--- src/rtl/riscv_pkg.sv ---
// rtl/riscv_pkg.sv - shared types and constants for the writeback path
package riscv_pkg;
  localparam int XLEN = 32;
  localparam int RF_ADDR_W = 5;
  localparam logic [RF_ADDR_W-1:0] REG_X0 = 5'd0;

  typedef struct packed {
    logic [RF_ADDR_W-1:0] rd;
    logic [XLEN-1:0]      data;
  } wb_req_t;
endpackage

--- src/rtl/wb_fifo.sv ---
// rtl/wb_fifo.sv - load-result FIFO exposing per-entry valid and rd for hazard compare
module wb_fifo
  import riscv_pkg::*;
#(
  parameter int DEPTH = 4,
  localparam int AW = $clog2(DEPTH),
  localparam int CW = AW + 1
) (
  input  logic                                clk,
  input  logic                                rst_n,
  input  logic                                push,
  input  wb_req_t                             push_req,
  input  logic                                pop,
  output wb_req_t                             head,
  output logic [CW-1:0]                       count,
  output logic [DEPTH-1:0]                    ent_valid,
  output logic [DEPTH-1:0][RF_ADDR_W-1:0]     ent_rd
);
  wb_req_t       mem [DEPTH];
  logic [AW-1:0] wr_ptr;
  logic [AW-1:0] rd_ptr;

  assign head = mem[rd_ptr];

  // Storage needs no reset; the valid bits decide what is meaningful.
  always_ff @(posedge clk) begin
    if (push) mem[wr_ptr] <= push_req;
  end

  // Pointers wrap naturally at the power-of-two depth; valid bits track occupancy per entry.
  always_ff @(posedge clk or negedge rst_n) begin
    if (!rst_n) begin
      wr_ptr    <= '0;
      rd_ptr    <= '0;
      count     <= '0;
      ent_valid <= '0;
    end else begin
      if (push) begin
        wr_ptr            <= wr_ptr + 1'b1;
        ent_valid[wr_ptr] <= 1'b1;
      end
      if (pop) begin
        rd_ptr            <= rd_ptr + 1'b1;
        ent_valid[rd_ptr] <= 1'b0;
      end
      case ({push, pop})
        2'b10:   count <= count + 1'b1;
        2'b01:   count <= count - 1'b1;
        default: count <= count;
      endcase
    end
  end

  // Flatten the stored destination registers for the pending-write compare.
  always_comb begin
    ent_rd = '0;
    for (int i = 0; i < DEPTH; i++) ent_rd[i] = mem[i].rd;
  end
endmodule

--- src/rtl/regfile_wb_arbiter.sv ---
// rtl/regfile_wb_arbiter.sv - merges ALU and load writebacks onto the register file write port
module regfile_wb_arbiter
  import riscv_pkg::*;
#(
  parameter int DEPTH = 4,
  parameter int STARVE_LIMIT = 8,
  localparam int CW = $clog2(DEPTH) + 1
) (
  input  logic                 clk,
  input  logic                 rst_n,
  input  logic                 alu_valid,
  output logic                 alu_ready,
  input  logic [RF_ADDR_W-1:0] alu_rd,
  input  logic [XLEN-1:0]      alu_data,
  input  logic                 ld_valid,
  output logic                 ld_ready,
  input  logic [RF_ADDR_W-1:0] ld_rd,
  input  logic [XLEN-1:0]      ld_data,
  input  logic [RF_ADDR_W-1:0] q1,
  input  logic [RF_ADDR_W-1:0] q2,
  output logic                 q1_pend,
  output logic                 q2_pend,
  output logic                 we3,
  output logic [RF_ADDR_W-1:0] a3,
  output logic [XLEN-1:0]      wd3,
  output logic [CW-1:0]        fifo_count
);
  localparam int SW = $clog2(STARVE_LIMIT + 1);

  logic                              alu_ready_q;
  logic [SW-1:0]                     starve;
  wb_req_t                           head;
  logic [DEPTH-1:0]                  ent_valid;
  logic [DEPTH-1:0][RF_ADDR_W-1:0]   ent_rd;
  logic                              alu_win;
  logic                              ld_push;
  logic                              fifo_pop;
  logic                              fifo_empty;

  assign alu_ready  = alu_ready_q;
  assign fifo_empty = (fifo_count == '0);
  assign ld_ready   = (fifo_count != CW'(DEPTH));
  // x0 requests still handshake but never claim the port or a FIFO slot.
  assign alu_win    = alu_valid && alu_ready_q && (alu_rd != REG_X0);
  assign ld_push    = ld_valid && ld_ready && (ld_rd != REG_X0);
  // A forced-load cycle blocks the ALU, so !alu_win also covers it.
  assign fifo_pop   = !fifo_empty && !alu_win;

  wb_fifo #(.DEPTH(DEPTH)) u_fifo (
    .clk       (clk),
    .rst_n     (rst_n),
    .push      (ld_push),
    .push_req  ('{rd: ld_rd, data: ld_data}),
    .pop       (fifo_pop),
    .head      (head),
    .count     (fifo_count),
    .ent_valid (ent_valid),
    .ent_rd    (ent_rd)
  );

  // Output register: FIFO head beats ALU only when the ALU did not win; idle holds a3/wd3.
  always_ff @(posedge clk or negedge rst_n) begin
    if (!rst_n) begin
      we3 <= 1'b0;
      a3  <= '0;
      wd3 <= '0;
    end else if (fifo_pop) begin
      we3 <= 1'b1;
      a3  <= head.rd;
      wd3 <= head.data;
    end else if (alu_win) begin
      we3 <= 1'b1;
      a3  <= alu_rd;
      wd3 <= alu_data;
    end else begin
      we3 <= 1'b0;
    end
  end

  // Starvation counter: after STARVE_LIMIT ALU wins over a waiting load, block the ALU one cycle.
  always_ff @(posedge clk or negedge rst_n) begin
    if (!rst_n) begin
      starve      <= '0;
      alu_ready_q <= 1'b1;
    end else begin
      alu_ready_q <= 1'b1;
      if (fifo_pop || fifo_empty) begin
        starve <= '0;
      end else if (alu_win) begin
        if (starve == SW'(STARVE_LIMIT - 1)) begin
          starve      <= '0;
          alu_ready_q <= 1'b0;
        end else begin
          starve <= starve + 1'b1;
        end
      end
    end
  end

  // Pending writes: the output register plus every occupied FIFO entry.
  always_comb begin
    q1_pend = 1'b0;
    q2_pend = 1'b0;
    if (we3 && a3 == q1) q1_pend = 1'b1;
    if (we3 && a3 == q2) q2_pend = 1'b1;
    for (int i = 0; i < DEPTH; i++) begin
      if (ent_valid[i] && ent_rd[i] == q1) q1_pend = 1'b1;
      if (ent_valid[i] && ent_rd[i] == q2) q2_pend = 1'b1;
    end
    if (q1 == REG_X0) q1_pend = 1'b0;
    if (q2 == REG_X0) q2_pend = 1'b0;
  end
endmodule
--- config.mk ---
export PLATFORM = sky130hd
export DESIGN_NAME = regfile_wb_arbiter
export DESIGN_NICKNAME = d
export VERILOG_FILES = /design/src/rtl/riscv_pkg.sv /design/src/rtl/wb_fifo.sv /design/src/rtl/regfile_wb_arbiter.sv
export SDC_FILE = /design/constraint.sdc
export NUM_CORES = 1
export LEC_CHECK = 0
export ABC_AREA = 1
export CAP_MARGIN = 30
export CORE_MARGIN = 2
export CORE_UTILIZATION = 59
export DETAILED_ROUTE_END_ITERATION = 8
export GPL_TIMING_DRIVEN = 0
export PLACE_DENSITY_LB_ADDON = 0.25
export SLEW_MARGIN = 10
export SYNTH_ARGS = -nofsm -noshare
export SYNTH_HDL_FRONTEND = slang
export SYNTH_HIERARCHICAL = 1
export SYNTH_SLANG_ARGS = --single-unit
--- constraint.sdc ---
create_clock -name clk -period 5.2 [get_ports clk]
set_input_delay 0.78 -clock clk [delete_from_list [all_inputs] [get_ports clk]]
set_output_delay 0.78 -clock clk [all_outputs]
set_load 0.02 [all_outputs]
==> out/results.ini <==
[outcome]
status=finished clean

[critical_path]
critPathMaxFanout=6
cp_cell_sequence=clkdlybuf4s50_1 > inv_1 > nand2_1 > o21ai_0 > nor2_1 > nand3_1 > nand2_1 > nor2_1 > nor2_1 > clkdlybuf4s50_1
crit_required_ps=4420
slowest_delay_ps=650
path_class=primary input to output pin
end_kind=output pin
worst_setup_path_start_kind=primary input
path_delay_family=buffers and inverters
cp_common_cell=nor2_1
path_buf_inv=3
cpMaxStageDelayCell=clkdlybuf4s50_1
arrival_ps=2850

[final_layout]
drive_above_1_share_pct=12.9
num-fill-cells=1139
syn2layout_area_growth_pct=24.0
antennaDiodeCount=0
fin_nets=1252

[route]
drt_iter0_markers=666
dr_total_vias=7317
avgRoutedWirePerCell_um=16.9
wl_um=23400
post_drt_via_cell_ratio=5.29
drtPass1Iterations=5
postRouteAntennaNets=0
drc_errors=0

[timing]
worst_slack_ps=1570
slew_violations=0
tightest_slew_ps=793
setup_viol=0
fin_crit_sh_pct=69.9
slew_headroom_pct=47.1
rsz0062_at_grt=false
fin_tns_setup_ps=0
fmax_mhz=275
fin_crit_ps=3630
hold_viol=0
skew_ps=9.79

[yosys]
async_flop_share_pct=26.7
synth_edf_count=148
synth_top_area_cell=edfxtp_1
netlist_area_um2=9640
synth_most_common_cell=nand2_1
synth-seq-cells=202
synthFlopType=edfxtp_1
yosys_warnings=6
synth_area_leaders=edfxtp_1 46%, nand2_1 17%, dfrtp_1 14%, o211ai_2 4.8%, inv_1 3.5%
yosys.area.top_type_share_pct=46.1
synth_nets=1098
synthTopCellsByCount=444 x nand2_1, 148 x edfxtp_1, 90 x inv_1
avgSynthCellArea_um2=9.65
yosysSeqAreaShare_pct=60.2
syn_inst=999
yosysUniqueCellTypes=28

[placed_design]
hpwl_um=15800
gp_congestion=0.936
io_buffers=127
pre_cts_slack_ps=1640

[clock_network]
clockRootBuffer=clkbuf_16
cts_hold_buffers=0
cts.repair.resized=0
clk_path_buf_depth=3
cts_max_level=1
cts_buffers=21
cts_setup_buffers=0
cts_tree=built
insertion_delay_ps=500
cts.sinks=202
cts.clk_slew.worst_paths_ps=60

[floorplanning]
num_rows=46
initial_core_util_pct=60.4
io_pins=133
die_y_um=132
dieArea_um2=17400
coreArea_um2=15900
die_x_um=132

[pwr]
p_leak_nw=5.34
vdd_drop_max_mv=0.380
powerDensity_nw_per_um2=536
total_power_mw=6.40

[global_routing]
met1_usage_pct=34.9
grt_overflow=0
grt_usage_pct=26.7
grt_max_degree=55
grtUsageMet2_pct=47.0
use_met3_pct=3.84
grt_pass1_vias=7136
grt_antenna_before_repair=0
grt_pass1_wl_um=36400
busiest_layer=met2

[job]
maxCapViolCount=0

[min_path]
hold_class=primary input to async pin

## layer usage
| metal | part of all wire [%] | vias up |
|---|---|---|
| met2 | 50 | 307 |
| li1 | - | 3501 |
| met5 | 0 | - |
| met1 | 41 | 3477 |
| met4 | 1.4 | 0 |
| met3 | 7.4 | 32 |
## where the power goes
group / leakage [nW] / internal (mW) / switching (mW)
clock: 0.325 / 0.852 / 0.626
sequential: 2.01 / 2.17 / 0.218
combinational: 3.01 / 1.00 / 1.54
## per-stage QoR
step / util (%) / hold WS [ps] / instances / instance area, um^2
after floorplan: - / 442 / 999 / 9640
after global placement: 70.1 / 464 / 1342 / 11200
after detailed placement: 70.6 / 482 / 1346 / 11300
after CTS: 74.9 / 382 / 1384 / 11900
after global routing: 74.9 / 412 / 1384 / 11900
final: 74.9 / 365 / 1384 / 11900
## cell type report
type                            instances  area (um^2)  area share (%)
Sequential cell                       202         5800            48.5
Multi-Input combinational cell        640         3020            25.3
Timing Repair Buffer                  131         1360            11.4
Clock buffer                           23          533            4.46
Buffer                                 63          469            3.93
Inverter                               94          353            2.95
Tap cell                              216          270            2.26
Clock inverter                         15          149            1.25
## flip-flops by register name, summed over array words and instances, names as in the netlist
| name | cells |
|---|---|
| a3 | 5 |
| alu_ready | 1 |
| starve | 4 |
| u_fifo/count | 3 |
| u_fifo/ent_valid | 4 |
| u_fifo/mem | 148 |
| u_fifo/rd_ptr | 2 |
| u_fifo/wr_ptr | 2 |
| wd3 | 32 |
| we3 | 1 |
## worst reg2reg max path: cells and delay by family, from the launching register on
kind	cells	cell delay (ps)
adder cells (fa/ha/maj)	2	640
buffers and inverters	2	410
flip-flops	1	470
AO/OA/AOI/OAI	1	120
AND/OR/NAND/NOR	7	510
## cells in the final DEF (no fill, tap or decap), types with 2 or more instances in the layout
master	netlist	final
a21oi_1	2	2
buf_12	0	3
buf_2	18	18
buf_4	25	26
buf_6	15	15
bufinv_16	0	2
clkbuf_1	1	3
clkbuf_16	0	21
clkbuf_2	3	3
clkdlybuf4s50_1	0	126
clkinv_2	0	4
clkinvlp_4	0	4
dfrtp_1	53	53
edfxtp_1	148	148
ha_1	10	10
inv_1	90	86
inv_2	4	8
inv_6	0	3
nand2_1	444	444
nand2_2	2	2
nand3_1	49	49
nor2_1	49	49
nor3_1	6	6
o211ai_1	5	5
o211ai_2	37	37
o21ai_0	21	21
xor2_1	9	9
## logic make-up (layout without fill, tap and decap cells)
logic type | after synthesis | count (layout) | synth area share (%)
simple gates | 554 | 554 | 22.5
flops | 202 | 202 | 60.2
buf+inv | 157 | 326 | 8.53
compound gates | 65 | 65 | 6.39
fa+ha+maj | 11 | 11 | 1.51
xor+xnor | 10 | 10 | 0.909
## path summary, 6_finish.rpt
check / startpoint / endpoint / slack (ps) / depth (start not counted)
worst max-delay path: q1[3] / q1_pend / 1570 / 10
worst max register to register: u_fifo/count[0] / u_fifo/count[2] / 2940 / 12
max in group asynchronous: rst_n / wd3[9] / 4310 / 1
min in group clk: wd3[28] / wd3[28] / 490 / 2
worst min-delay path: rst_n / a3[4] / 370 / 1
worst min register to register: wd3[28] / wd3[28] / 490 / 2
Note: power is estimated with default switching activity, not from simulation.
